$ cat config.mk
export PLATFORM = sky130hd
export DESIGN_NAME = uart_tx_buffered
export DESIGN_NICKNAME = d
export VERILOG_FILES = /design/src/rtl/uart_tx_buffered.sv
export SDC_FILE = /design/constraint.sdc
export NUM_CORES = 1
export LEC_CHECK = 0
export BUFFER_PORTS_ARGS = -buffer_cell sky130_fd_sc_hd__clkbuf_2
export CAP_MARGIN = 10
export CORE_ASPECT_RATIO = 0.7
export CORE_MARGIN = 2
export CORE_UTILIZATION = 25
export CTS_CLUSTER_DIAMETER = 80
export DETAILED_ROUTE_END_ITERATION = 6
export SETUP_SLACK_MARGIN = 0.15
export SYNTH_ARGS = -nofsm -noshare
export SYNTH_HDL_FRONTEND = slang
export SYNTH_SLANG_ARGS = --single-unit
$ cat constraint.sdc
create_clock -name s_axis_aclk -period 8.87 [get_ports s_axis_aclk]
set_input_delay 2.2175 -clock s_axis_aclk [delete_from_list [all_inputs] [get_ports s_axis_aclk]]
set_output_delay 2.2175 -clock s_axis_aclk [all_outputs]
set_load 0.005 [all_outputs]
$ cat src/rtl/uart_tx_buffered.sv
// Buffered UART transmitter: AXI4-Stream byte input, FIFO queue, 8-bit frames with
// optional parity and 1 or 2 stop bits. tx_bit is driven straight from a flop.
module uart_tx_buffered #(
    parameter int unsigned CLOCK_FREQ_HZ = 125_000_000,
    parameter int unsigned BAUD_RATE     = 115200,
    parameter int unsigned FIFO_DEPTH    = 16,
    parameter int unsigned PARITY        = 0,
    parameter int unsigned STOP_BITS     = 1
) (
    input  logic                          s_axis_aclk,
    input  logic                          s_axis_areset,
    input  logic                          s_axis_tvalid,
    input  logic [7:0]                    s_axis_tdata,
    output logic                          s_axis_tready,
    input  logic                          cts,
    output logic                          tx_bit,
    output logic                          busy,
    output logic [$clog2(FIFO_DEPTH):0]   fifo_count
);

    localparam int unsigned CYCLES_PER_BIT = CLOCK_FREQ_HZ / BAUD_RATE;
    localparam int unsigned STOP_CYCLES    = STOP_BITS * CYCLES_PER_BIT;
    localparam int unsigned CNT_W          = $clog2(STOP_CYCLES);
    localparam int unsigned AW             = $clog2(FIFO_DEPTH);
    localparam int unsigned CW             = AW + 1;

    typedef enum logic [2:0] {
        ST_IDLE,
        ST_START,
        ST_DATA,
        ST_PAR,
        ST_STOP
    } state_t;

    state_t           state;
    logic [CNT_W-1:0] baud_cnt;
    logic [2:0]       bit_idx;
    logic [7:0]       shreg;
    logic             par_bit;

    logic [7:0]       mem [FIFO_DEPTH];
    logic [AW-1:0]    wr_ptr;
    logic [AW-1:0]    rd_ptr;

    logic             push_c;
    logic             pop_c;
    logic [CW-1:0]    count_next_c;
    logic [7:0]       head_c;
    logic             bit_end_c;
    logic             line_c;

    assign push_c       = s_axis_tvalid && s_axis_tready;
    assign pop_c        = (state == ST_IDLE) && (fifo_count != '0) && cts;
    assign count_next_c = fifo_count + CW'(push_c) - CW'(pop_c);
    assign head_c       = mem[rd_ptr];
    assign bit_end_c    = (baud_cnt == CNT_W'(CYCLES_PER_BIT - 1));

    // Line level for the current state; registered into tx_bit one cycle later.
    always_comb begin
        line_c = 1'b1;
        case (state)
            ST_START: line_c = 1'b0;
            ST_DATA:  line_c = shreg[bit_idx];
            ST_PAR:   line_c = par_bit;
            default:  line_c = 1'b1;
        endcase
    end

    always_ff @(posedge s_axis_aclk) begin
        if (push_c) begin
            mem[wr_ptr] <= s_axis_tdata;
        end
    end

    // tready is precomputed from the post-edge count so it tracks !full exactly.
    always_ff @(posedge s_axis_aclk) begin
        if (s_axis_areset) begin
            wr_ptr        <= '0;
            rd_ptr        <= '0;
            fifo_count    <= '0;
            s_axis_tready <= 1'b0;
        end else begin
            if (push_c) begin
                wr_ptr <= wr_ptr + AW'(1);
            end
            if (pop_c) begin
                rd_ptr <= rd_ptr + AW'(1);
            end
            fifo_count    <= count_next_c;
            s_axis_tready <= (count_next_c != CW'(FIFO_DEPTH));
        end
    end

    always_ff @(posedge s_axis_aclk) begin
        if (s_axis_areset) begin
            state    <= ST_IDLE;
            baud_cnt <= '0;
            bit_idx  <= '0;
            shreg    <= '0;
            par_bit  <= 1'b0;
            tx_bit   <= 1'b1;
            busy     <= 1'b0;
        end else begin
            tx_bit <= line_c;
            busy   <= (state != ST_IDLE);
            case (state)
                ST_IDLE: begin
                    baud_cnt <= '0;
                    if (pop_c) begin
                        shreg   <= head_c;
                        par_bit <= (^head_c) ^ (PARITY == 2);
                        state   <= ST_START;
                    end
                end
                ST_START: begin
                    if (bit_end_c) begin
                        baud_cnt <= '0;
                        bit_idx  <= '0;
                        state    <= ST_DATA;
                    end else begin
                        baud_cnt <= baud_cnt + CNT_W'(1);
                    end
                end
                ST_DATA: begin
                    if (bit_end_c) begin
                        baud_cnt <= '0;
                        if (bit_idx == 3'd7) begin
                            state <= (PARITY == 0) ? ST_STOP : ST_PAR;
                        end else begin
                            bit_idx <= bit_idx + 3'd1;
                        end
                    end else begin
                        baud_cnt <= baud_cnt + CNT_W'(1);
                    end
                end
                ST_PAR: begin
                    if (bit_end_c) begin
                        baud_cnt <= '0;
                        state    <= ST_STOP;
                    end else begin
                        baud_cnt <= baud_cnt + CNT_W'(1);
                    end
                end
                ST_STOP: begin
                    if (baud_cnt == CNT_W'(STOP_CYCLES - 1)) begin
                        baud_cnt <= '0;
                        state    <= ST_IDLE;
                    end else begin
                        baud_cnt <= baud_cnt + CNT_W'(1);
                    end
                end
                default: begin
                    baud_cnt <= '0;
                    state    <= ST_IDLE;
                end
            endcase
        end
    end

endmodule
==> flow_metrics.env <==
export IMPL_critical_path_max_fanout=15
export IMPL_tritoncts_num_sinks=174
export IMPL_worstSkewPairLatency_ns=0.43
export IMPL_globalRoute_totalOverflow=0
export IMPL_wl_per_cell_um=16.0
export IMPL_die_area_um2=29600
export IMPL_powerDensity_nw_per_um2=260
export IMPL_fin_crit_ns=4.76
export IMPL_vias=3724
export IMPL_post_cts_setup_buffer_count=0
export IMPL_worst_setup_hold_path_clk_slew_ns=0.08
export IMPL_critical_path_n_buffers_inverters=5
export IMPL_synth_seq_cells=174
export IMPL_cp_required_ns=9.15
export IMPL_core_region_area_um2=27800
export IMPL_number_of_flops_mapped_to_enable_cells_by_yosys=128
export IMPL_postPlaceCellArea_um2=7530
export IMPL_fmax_ghz=0.210
export IMPL_route_antenna_remaining_nets=0
export IMPL_io_buffers=19
export IMPL_tightest_slew_ns=1.12
export IMPL_ios=20
export IMPL_grt_first_pass_wirelength_um=21100
export IMPL_ys_top_cells_by_count="sky130_fd_sc_hd__edfxtp_1, sky130_fd_sc_hd__nor2_1, sky130_fd_sc_hd__dfxtp_1"
export IMPL_report_final_setup_viol=0
export IMPL_remaining_drc_errors=0
export IMPL_cp_cell_sequence="clkbuf_2, inv_1, a311oi_1, and2_1, ha_1, inv_1, ha_1, inv_1, fa_1, inv_1, a21oi_1, nor2_1, nor2_1, xnor2_1, a41oi_1"
export IMPL_critPathTopFamily="adder cells"
export IMPL_tcrit_tclk_final_pct=53.6
export IMPL_route_detailed_vias_per_inst=4.38
export IMPL_layout_area_overhead_vs_synth_pct=14.9
export IMPL_tritoncts_clock_tree="built"
export IMPL_post_place_cells=819
export IMPL_finClkSkew_ns=0.0183
export IMPL_outcome="completed"
export IMPL_yosysTopAreaCellShare_pct=54.5
export IMPL_synth_area_leaders="sky130_fd_sc_hd__edfxtp_1, sky130_fd_sc_hd__dfxtp_1, sky130_fd_sc_hd__mux4_2"
export IMPL_setup_repair_after_global_routing_missed_its_margin="false"
export IMPL_setup_worst_path_class="in -> reg"
export IMPL_cts_hold_repair_buffers=0
export IMPL_setup_tns_ns=0
export IMPL_via_count_of_the_first_global_routing_pass=3760
export IMPL_max_vdd_ir_drop_mv=0.120
export IMPL_dp_hpwl_um=9120
export IMPL_crit_top_cell="sky130_fd_sc_hd__inv_1"
export IMPL_die_width_um=205
export IMPL_post_synth_cell_area_avg_um2=15.8
export IMPL_synth_cells=446
export IMPL_post_route_cell_area_um2=8100
export IMPL_hold_path_class="reg -> reg"
export IMPL_max_cap_violations=0
export IMPL_synthDistinctLibCells=36
export IMPL_initial_antenna_violation_count=0
export IMPL_timing_final_max_slew_violations=0
export IMPL_core_rowCount=51
export IMPL_cts_root_buf="sky130_fd_sc_hd__clkbuf_16"
export IMPL_total_power_mw=2.10
export IMPL_post_synth_top_area_cell="sky130_fd_sc_hd__edfxtp_1"
export IMPL_synth_flop_cell="sky130_fd_sc_hd__edfxtp_1"
export IMPL_grt_max_degree=34
export IMPL_diodes=0
export IMPL_crit_slowest_cell="sky130_fd_sc_hd__and2_1"
export IMPL_grt_total_usage_pct=9.64
export IMPL_slew_limit_headroom_pct=25.4
export IMPL_gp_routability_congestion=0.756
export IMPL_synth_most_common_cell="sky130_fd_sc_hd__edfxtp_1"
export IMPL_fin_cells=851
export IMPL_totalWireLength_um=13600
export IMPL_max_stage_delay_ns=0.68
export IMPL_ctsLongestPathBuffers=2
export IMPL_synth_seq_area_share_pct=67.6
export IMPL_detailedRoute_firstIterationViolations=385
export IMPL_fraction_of_final_layout_cells_with_drive_strength_greater_than_1_pct=16.9
export IMPL_synthesis_nets=474
export IMPL_htree_num_levels=4
export IMPL_design_final_nets=495
export IMPL_tritoncts_num_buffers=17
export IMPL_mappedNetlistArea_um2=7050
export IMPL_floorplan_initialDensity_pct=25.4
export IMPL_yosysWarningCount=0
export IMPL_detailedRoute_firstPassIterationCount=4
export IMPL_chip_height_um=144
export IMPL_type_of_origin_of_the_critical_path="input pin"
export IMPL_cts_repair_resized=0
export IMPL_synth_async_reset_ratio_pct=0
export IMPL_end_kind="flip-flop"
export IMPL_p_leak_nw=2.62
export IMPL_final_hold_viol_count=0
export IMPL_worst_hold_slack_ns=0.491
export IMPL_worstPathArrival_ns=5.03
[layout make-up]
| class | instances | area (um^2) |
|---|---|---|
| Sequential cell | 174 | 4770 |
| Inverter | 13 | 48.8 |
| Tap cell | 371 | 464 |
| Timing Repair Buffer | 23 | 125 |
| Clock buffer | 17 | 425 |
| Clock inverter | 15 | 145 |
| Fill cell | 2705 | 19700 |
| Multi-Input combinational cell | 238 | 2120 |
[path summary, 6_finish.rpt]
check                                   start             to  slack [ns]  cells past startpoint
worst min register to register    baud_cnt[0]    baud_cnt[0]        0.49                      1
worst max register to register  fifo_count[2]  s_axis_tready        5.40                     15
worst min-delay path              baud_cnt[0]    baud_cnt[0]        0.49                      1
worst max-delay path                      cts  s_axis_tready        4.11                     15
[logic make-up after synthesis]
| kind of cell | after synthesis | share of synthesized area [%] |
|---|---|---|
| compound gates | 34 | 3.28 |
| xor+xnor | 25 | 3.11 |
| fa+ha+maj | 16 | 2.95 |
| buf+inv | 34 | 2.31 |
| flops | 174 | 67.6 |
| mux | 46 | 13.1 |
| simple gates | 117 | 7.65 |
[layout by cell type (no fill, tap or decap), types with 3 or more instances in the layout]
cell type / instances
sky130_fd_sc_hd__nand3_1: 5
sky130_fd_sc_hd__clkbuf_2: 19
sky130_fd_sc_hd__nor3_1: 10
sky130_fd_sc_hd__nor2_1: 53
sky130_fd_sc_hd__dfxtp_1: 44
sky130_fd_sc_hd__nor2b_1: 7
sky130_fd_sc_hd__a22oi_1: 17
sky130_fd_sc_hd__mux4_1: 10
sky130_fd_sc_hd__xnor2_1: 15
sky130_fd_sc_hd__o21ai_0: 3
sky130_fd_sc_hd__ha_1: 15
sky130_fd_sc_hd__nand4_1: 6
sky130_fd_sc_hd__inv_6: 5
sky130_fd_sc_hd__xor2_1: 10
sky130_fd_sc_hd__inv_8: 5
sky130_fd_sc_hd__buf_4: 4
sky130_fd_sc_hd__mux2i_1: 12
sky130_fd_sc_hd__inv_1: 13
sky130_fd_sc_hd__and3_1: 3
sky130_fd_sc_hd__nand2b_1: 4
sky130_fd_sc_hd__and2_1: 4
sky130_fd_sc_hd__clkbuf_16: 17
sky130_fd_sc_hd__edfxtp_1: 128
sky130_fd_sc_hd__nand2_1: 20
sky130_fd_sc_hd__mux4_2: 24
sky130_fd_sc_hd__a21oi_1: 8
[routing by layer]
layer  up-vias  part of all wire (%)  track usage (%)
li1       1736                     -                -
met1      1889                    45             12.8
met2        95                    48             15.2
met3         4                   6.5             2.61
met4         0                  0.50             3.32
met5         -                     0                0
[where the power goes]
part / internal (mW) / switching, mW / leakage, nW
Combinational: 0.213 / 0.193 / 0.814
Clock: 0.374 / 0.337 / 0.279
Sequential: 0.920 / 0.0645 / 1.53
Total: 1.51 / 0.595 / 2.62
[state kept, by name (all words and copies together) (netlist names), named ones only]
| register | cells |
|---|---|
| par_bit | 1 |
| baud_cnt | 11 |
| tx_bit | 1 |
| rd_ptr | 4 |
| busy | 1 |
| wr_ptr | 4 |
| shreg | 8 |
| bit_idx | 3 |
| state | 3 |
| s_axis_tready | 1 |
| mem | 128 |
| fifo_count | 5 |
[through the flow]
step	utilization (%)	setup slack (ns)
6_report	29.2	4.11
5_1_grt	29.2	3.88
4_1_cts	29.2	4.11
3_5_place_dp	27.1	3.65
3_3_place_gp	27.1	3.87
2_1_floorplan	-	4.19
Power figures use the tool's default switching activity.
